[src/rtl/cadence_pkg.sv]
`default_nettype none
// +-----------------------------------------------------------------------+
// | cadence_pkg : default constants and averaging step for cadence_chan   |
// | Revision    : 1.0                                                     |
// +-----------------------------------------------------------------------+
package cadence_pkg;

  localparam int DEF_N_CH      = 1;
  localparam int DEF_FILT_LEN  = 16;
  localparam int DEF_PER_W     = 16;
  localparam int DEF_AVG_SHIFT = 2;
  localparam int DEF_TIMEOUT   = 50000;

  // (avg*(2^shift-1) + sample) >> shift, floored. The true intermediate never
  // exceeds PER_W+AVG_SHIFT bits, so doing the math wide gives identical results.
  function automatic logic [31:0] avg_step(input logic [31:0] avg,
                                           input logic [31:0] sample,
                                           input int unsigned shift);
    logic [63:0] a64;
    logic [63:0] acc;
    logic [63:0] res;
    a64 = {32'd0, avg};
    acc = (a64 << shift) - a64 + {32'd0, sample};
    res = acc >> shift;
    return res[31:0];
  endfunction

endpackage
`default_nettype wire

[src/rtl/cadence_chan.sv]
`default_nettype none
// +-----------------------------------------------------------------------+
// | cadence_chan : sync, debounce, edge qualify, period average, flags    |
// | Revision     : 1.0                                                    |
// +-----------------------------------------------------------------------+
module cadence_chan
  import cadence_pkg::*;
#(
  parameter int FILT_LEN  = DEF_FILT_LEN,
  parameter int PER_W     = DEF_PER_W,
  parameter int AVG_SHIFT = DEF_AVG_SHIFT,
  parameter int TIMEOUT   = DEF_TIMEOUT
) (
  input  logic             clk,
  input  logic             rst_n,
  input  logic             raw_i,
  input  logic             edge_mode_i,
  input  logic             disarm_i,
  output logic             filt_o,
  output logic             edge_stb_o,
  output logic [PER_W-1:0] period_avg_o,
  output logic             valid_o,
  output logic             stalled_o
);

  localparam int DB_W = (FILT_LEN > 2) ? $clog2(FILT_LEN) : 1;
  localparam logic [DB_W-1:0]  DB_LAST = DB_W'(FILT_LEN - 1);
  localparam logic [PER_W-1:0] CNT_MAX = '1;
  localparam logic [PER_W-1:0] TOUT    = PER_W'(TIMEOUT);

  logic             sync1_q, sync2_q;
  logic [DB_W-1:0]  db_q, db_d;
  logic             filt_q, filt_d;
  logic             stb_q, stb_d;
  logic [PER_W-1:0] cnt_q, cnt_d;
  logic [PER_W-1:0] avg_q, avg_d;
  logic             armed_q, armed_d;
  logic             valid_q, valid_d;
  logic             stalled_q, stalled_d;

  logic             w_diff, w_toggle, w_edge;
  logic [PER_W-1:0] w_sample;
  logic [31:0]      w_avg_step;

  always_comb begin
    w_diff     = (sync2_q != filt_q);
    w_toggle   = w_diff && (db_q == DB_LAST);
    // filt_q still holds the old level, so a rising edge has filt_q == 0
    w_edge     = w_toggle && (edge_mode_i || !filt_q);
    w_sample   = (cnt_q == CNT_MAX) ? CNT_MAX : cnt_q + 1'b1;
    w_avg_step = avg_step(32'(avg_q), 32'(w_sample), AVG_SHIFT);

    db_d      = w_diff ? (w_toggle ? '0 : db_q + 1'b1) : '0;
    filt_d    = filt_q ^ w_toggle;
    stb_d     = w_edge;
    cnt_d     = w_edge ? '0 : ((cnt_q == CNT_MAX) ? cnt_q : cnt_q + 1'b1);
    armed_d   = armed_q;
    valid_d   = valid_q;
    stalled_d = stalled_q;
    avg_d     = avg_q;

    if (w_edge && !disarm_i) begin
      if (!armed_q) begin
        armed_d = 1'b1;
      end else if (!valid_q) begin
        avg_d     = w_sample;
        valid_d   = 1'b1;
        stalled_d = 1'b0;
      end else begin
        avg_d = w_avg_step[PER_W-1:0];
      end
    end
    if (!w_edge && (cnt_q == TOUT)) begin
      stalled_d = 1'b1;
      valid_d   = 1'b0;
      armed_d   = 1'b0;
    end
    if (disarm_i) begin
      armed_d = 1'b0;
      valid_d = 1'b0;
    end
  end

  always_ff @(posedge clk or negedge rst_n) begin
    if (!rst_n) begin
      sync1_q   <= 1'b0;
      sync2_q   <= 1'b0;
      db_q      <= '0;
      filt_q    <= 1'b0;
      stb_q     <= 1'b0;
      cnt_q     <= '0;
      avg_q     <= '0;
      armed_q   <= 1'b0;
      valid_q   <= 1'b0;
      stalled_q <= 1'b1;
    end else begin
      sync1_q   <= raw_i;
      sync2_q   <= sync1_q;
      db_q      <= db_d;
      filt_q    <= filt_d;
      stb_q     <= stb_d;
      cnt_q     <= cnt_d;
      avg_q     <= avg_d;
      armed_q   <= armed_d;
      valid_q   <= valid_d;
      stalled_q <= stalled_d;
    end
  end

  assign filt_o       = filt_q;
  assign edge_stb_o   = stb_q;
  assign period_avg_o = avg_q;
  assign valid_o      = valid_q;
  assign stalled_o    = stalled_q;

endmodule
`default_nettype wire

[src/rtl/cadence_period_meas.sv]
`default_nettype none
// +-----------------------------------------------------------------------+
// | cadence_period_meas : N_CH cadence channels with shared edge mode     |
// | Revision            : 1.0                                             |
// +-----------------------------------------------------------------------+
module cadence_period_meas
  import cadence_pkg::*;
#(
  parameter int N_CH      = DEF_N_CH,
  parameter int FILT_LEN  = DEF_FILT_LEN,
  parameter int PER_W     = DEF_PER_W,
  parameter int AVG_SHIFT = DEF_AVG_SHIFT,
  parameter int TIMEOUT   = DEF_TIMEOUT
) (
  input  logic                  clk,
  input  logic                  rst_n,
  input  logic [N_CH-1:0]       raw,
  input  logic                  edge_mode,
  output logic [N_CH-1:0]       filt,
  output logic [N_CH-1:0]       edge_stb,
  output logic [N_CH*PER_W-1:0] period_avg,
  output logic [N_CH-1:0]       valid,
  output logic [N_CH-1:0]       stalled
);

  logic mode_q;
  logic w_disarm;

  always_ff @(posedge clk or negedge rst_n) begin
    if (!rst_n) mode_q <= 1'b0;
    else        mode_q <= edge_mode;
  end

  // Any mode change invalidates in-flight periods on every channel
  assign w_disarm = (edge_mode != mode_q);

  for (genvar k = 0; k < N_CH; k++) begin : g_ch
    cadence_chan #(
      .FILT_LEN (FILT_LEN),
      .PER_W    (PER_W),
      .AVG_SHIFT(AVG_SHIFT),
      .TIMEOUT  (TIMEOUT)
    ) u_chan (
      .clk         (clk),
      .rst_n       (rst_n),
      .raw_i       (raw[k]),
      .edge_mode_i (edge_mode),
      .disarm_i    (w_disarm),
      .filt_o      (filt[k]),
      .edge_stb_o  (edge_stb[k]),
      .period_avg_o(period_avg[k*PER_W +: PER_W]),
      .valid_o     (valid[k]),
      .stalled_o   (stalled[k])
    );
  end

endmodule
`default_nettype wire

[config.mk]
export PLATFORM = sky130hd
export DESIGN_NAME = cadence_period_meas
export DESIGN_NICKNAME = d
export VERILOG_FILES = /design/src/rtl/cadence_pkg.sv /design/src/rtl/cadence_chan.sv /design/src/rtl/cadence_period_meas.sv
export SDC_FILE = /design/constraint.sdc
export NUM_CORES = 1
export LEC_CHECK = 0
export ABC_AREA = 1
export ABC_CLOCK_PERIOD_IN_PS = 3100
export BUFFER_PORTS_ARGS = -buffer_cell sky130_fd_sc_hd__buf_2
export CELL_PAD_IN_SITES_DETAIL_PLACEMENT = 0
export CELL_PAD_IN_SITES_GLOBAL_PLACEMENT = 1
export CORE_ASPECT_RATIO = 1.1
export CORE_UTILIZATION = 35
export CTS_BUF_LIST = sky130_fd_sc_hd__clkbuf_16
export DETAILED_ROUTE_END_ITERATION = 10
export GPL_TIMING_DRIVEN = 0
export HOLD_SLACK_MARGIN = 0.08
export PLACE_DENSITY = 0.65
export RECOVER_POWER = 100
export SLEW_MARGIN = 25
export SYNTH_ARGS = -nofsm -noshare
export SYNTH_HDL_FRONTEND = slang
export SYNTH_SLANG_ARGS = --single-unit
[constraint.sdc]
create_clock -name clk -period 3.1 [get_ports clk]
set_input_delay 0.31 -clock clk [delete_from_list [all_inputs] [get_ports clk]]
set_output_delay 0.31 -clock clk [all_outputs]
set_load 0.01 [all_outputs]
==> impl_results.md <==
- Total grt overflow: 0
- NumNets Final: 531
- Multiplexer share of the synthesized area: 0%
- Post-synth EDFFs: 0
- Setup violation total in the final timing report: 9
- H-Tree Depth: 2
- Status: complete, but fails checks
- # rows: 37
- Most frequent CP cell: nand2_4
- CTS tree: yes
- Placer Congestion: 0.787
- Gate power share: 69.5%
- Layout cell share with drive strength beyond 1: 32.8%
- Ys async rst share: 100%
- Met3 Usage GRT: 2.33%
- Largest net degree at the start of global routing: 45
- Violated checks: setup timing
- Placed cells: 575
- Sequential Power Share: 17.3%
- Rel. slew slack: 23.4%
- Avg WL per Cell: 15.5 um
- Critical path type: reg2reg
- Clock root cell: clkbuf_16
- CTS buffer count: 5
- Layout Cells excl Fill: 611
- I/O Pins: 24
- Setup WS post-layout: -0.234 ns
- Clk buf depth: 2
- Area Overhead vs Synth: 36.9%
- CP Cell Sequence: ha_4 > nand2_4 > inv_4 > nand2_4 > nor2_4 > nand2_4 > buf_4 > buf_4 > nand2_2 > fa_1 > ha_4 > a21oi_4 > buf_6 > o21bai_4 > a211oi_2 > nand2_1 > or2_4 > nand3_2 > nand2_2 > o21ai_2
- Skew final: 0.00857 ns
- Clock sinks: 44
- Cell Pwr Density: 1020 nW/um2
- Post-Synth Simple-Gate Area: 25.3%
- Mapped Area: 3380 um2
- Worst Tran Pin Value: 1.15 ns
- Placed cell area: 3720 um2
- Hold Vio Cnt, Final: 0
- Seq cells post-synth: 44
- Worst-path clk slew: 0.07 ns
- Via count: 3022
- Primary FF master, synth: dfrtp_1
- Initial core utilization: 36.0%
- Layout fillers: 919
- Post-Route WL: 9450 um
- Leak: 2.12 nW
- Routing usage on met2: 34.0%
- Buf/Inv on CP: 4
- Core area: 9400 um2
- DRT Pass-1 Iters: 4
- Met1 Usage GRT: 28.1%
- Final slew viol count: 0
- Unrepaired setup endpoints after global routing: yes
- DRC: 0
- DP HPWL: 6860 um
- Iter 0 DRT Violations: 76
- # diodes: 0
- Synth Area in Adders: 15.9%
- Setup crit end kind: flop
- Post-DRT Antenna Nets: 0
- First-pass GRT wire length: 15800 um
- Crit-path max FO: 6
- Min Clock Period, post-route: 3.33 ns
- Chip width: 95.8 um
- Seq/Total Area, Yosys: 32.6%
- Final period util: 108%
- Switching part of the total power: 46.8%
- Reported net switching power: 2.22 mW
- Initial antenna violation count: 0
- Worst-Skew Late Latency: 0.29 ns
- Worst Setup Slack post-DPL: -0.480 ns
- Max Freq: 300 MHz
- Routed vias/inst: 4.95
- Worst hold path class: in2reg
- Die area: 10100 um2
- Syn avg cell area: 7.78 um2
- Synth unique cells: 39
- Top cell family by delay on the critical path: simple AND/OR/NAND/NOR gates
- Max VDD drop: 0.554 mV
- Worst EP required: 3.32 ns
- Total GRT Usage: 20.4%
- Syn Inst Count: 435
- Clock power share: 13.2%
- Largest family of logic cells by synthesized area: simple AND/OR/NAND/NOR gates
- Syn. warnings: 0
- Synth Area in Compound Gates: 12.8%
- Critical path's slowest cell: fa_1
- P_int: 2.52 mW
- Max cap viols: 0
- Slowest stage delay, CP: 0.46 ns
- Final Cell Area: 4630 um2
- Xor and xnor fraction of the mapped netlist area: 4.40%
- Vias in the first global route: 3248
- Layer with the highest usage: met2
- Port-buffer cells: 23
- Syn_nets: 473
- Setup crit start kind: flop
- Die H: 105 um
- Arrival time worst endpoint: 3.56 ns
worst reg2reg max path, stage by stage, from the launching register on:
cell and delay [ns]:
dfrtp_1 0.41, ha_4 0.17, nand2_4 0.07, inv_4 0.09, nand2_4 0.06, nor2_4 0.16
nand2_4 0.12, buf_4 0.15, buf_4 0.15, nand2_2 0.09, fa_1 0.46, ha_4 0.28
a21oi_4 0.19, buf_6 0.12, o21bai_4 0.06, a211oi_2 0.17, nand2_1 0.12, or2_4 0.24
nand3_2 0.07, nand2_2 0.05, o21ai_2 0.05
registers in the layout, indices dropped and copies added, names as in the netlist, named ones only:
name and cells:
mode_q 1, g_ch.u_chan.stalled_o 1, g_ch.u_chan.sync1_q 1, g_ch.u_chan.edge_stb_o 1
g_ch.u_chan.armed_q 1, g_ch.u_chan.db_q 4, g_ch.u_chan.sync2_q 1, g_ch.u_chan.valid_o 1
g_ch.u_chan.cnt_q 16, g_ch.u_chan.period_avg_o 16
stage by stage:
stage	util (%)	hold WS, ns	power (mW)	setup TNS, ns
floorplan	-	0.0144	2.47	0
global placement	39.5	0.336	2.94	-3.66
detailed placement	39.5	0.341	2.95	-3.64
CTS	44.7	0.118	3.97	-1.47
global route	49.3	0.124	5.13	-3.47
finish	49.3	0.125	4.74	-1.29
cell usage in the layout, fill, tap and decap left out, types with 6 or more instances in the layout:
cell / count
nand2_1: 77
inv_1: 55
dfrtp_1: 42
nor2_1: 23
clkbuf_1: 23
buf_4: 23
a21oi_1: 21
nand2_2: 20
nand3_1: 18
o21ai_0: 17
ha_4: 14
fa_1: 13
inv_2: 10
nand3_2: 9
nand2_4: 8
xor2_1: 7
o21ai_1: 7
nor2_4: 6
timing repair:
item,CTS,global route
gates resized for setup,35,86
endpoints found under the hold margin,43,0
setup endpoints to repair,12,13
setup buffers,14,12
pin swaps,20,37
gates cloned,1,0
hold buffers,1,0
logic make-up after synthesis:
group,Yosys count
and+or+nand+nor,184
buffers and inverters,79
AOI/OAI and AO/OA,77
DFF,44
adders and majority gates,34
xor gates and xnor gates,17
path summary, 6_finish.rpt:
check | cells after the start | slack, ns | from | endpoint
hold reg to reg | 0 | 0.36 | g_ch[0].u_chan.sync1_q | g_ch[0].u_chan.sync2_q
setup reg to reg | 20 | -0.23 | g_ch[0].u_chan.cnt_q[0] | g_ch[0].u_chan.period_avg_o[15]
min in group asynchronous | 2 | 0.78 | rst_n | g_ch[0].u_chan.db_q[0]
max in group asynchronous | 2 | 1.55 | rst_n | g_ch[0].u_chan.cnt_q[3]
setup / recovery | 20 | -0.23 | g_ch[0].u_chan.cnt_q[0] | g_ch[0].u_chan.period_avg_o[15]
hold / removal | 1 | 0.12 | raw | g_ch[0].u_chan.sync1_q
area by class of cell:
cell class                 instances  area [um2]  share of cell area, %
buffer                             9        62.6                   1.35
clock buffer                       5         125                   2.70
clock inverter                     3        46.3                  0.999
inverter                          70         275                   5.94
multi-input combinational        312        2550                   55.0
sequential                        44        1100                   23.8
tap                              117         146                   3.16
timing repair buffer              51         325                   7.02
Yosys cell counts, types with 2 or more instances:
master / count / share of area [%]
nand2_1: 89 / 9.9
o21bai_1: 5 / 1.1
dfrtp_1: 43 / 32
nor3_1: 4 / 0.59
xnor2_1: 5 / 1.3
o21ai_2: 2 / 0.52
xor2_1: 12 / 3.1
nand3_2: 2 / 0.59
nand4_1: 3 / 0.55
a21oi_1: 29 / 4.3
nor2_4: 2 / 0.67
o22ai_1: 2 / 0.37
a31oi_1: 2 / 0.37
a211oi_1: 3 / 0.67
clkbuf_1: 4 / 0.44
inv_1: 63 / 7.0
nand2_2: 15 / 2.8
or2_2: 3 / 0.55
o21ai_0: 27 / 4.0
fa_1: 15 / 8.9
nand3_1: 26 / 3.8
inv_2: 6 / 0.67
buf_2: 4 / 0.59
nor2_1: 31 / 3.4
ha_1: 19 / 7.0
nor4_1: 4 / 0.74
o211ai_1: 3 / 0.67
metal layers:
metal	wire, um	part of all wire (%)	up-vias
met1	4500	48	1485
met4	59	0.62	0
li1	-	-	1513
met2	4770	50	19
met3	125	1.3	5
met5	0	0	-
power groups by stage:
stage	clock, mW	combinational (mW)	sequential (mW)
floorplan	0	1.69	0.780
global placement	0	2.13	0.807
detailed placement	0	2.14	0.807
CTS	0.637	2.55	0.791
global route	0.657	3.64	0.841
finish	0.626	3.30	0.820
No activity file was read; power rests on OpenSTA's default activity.
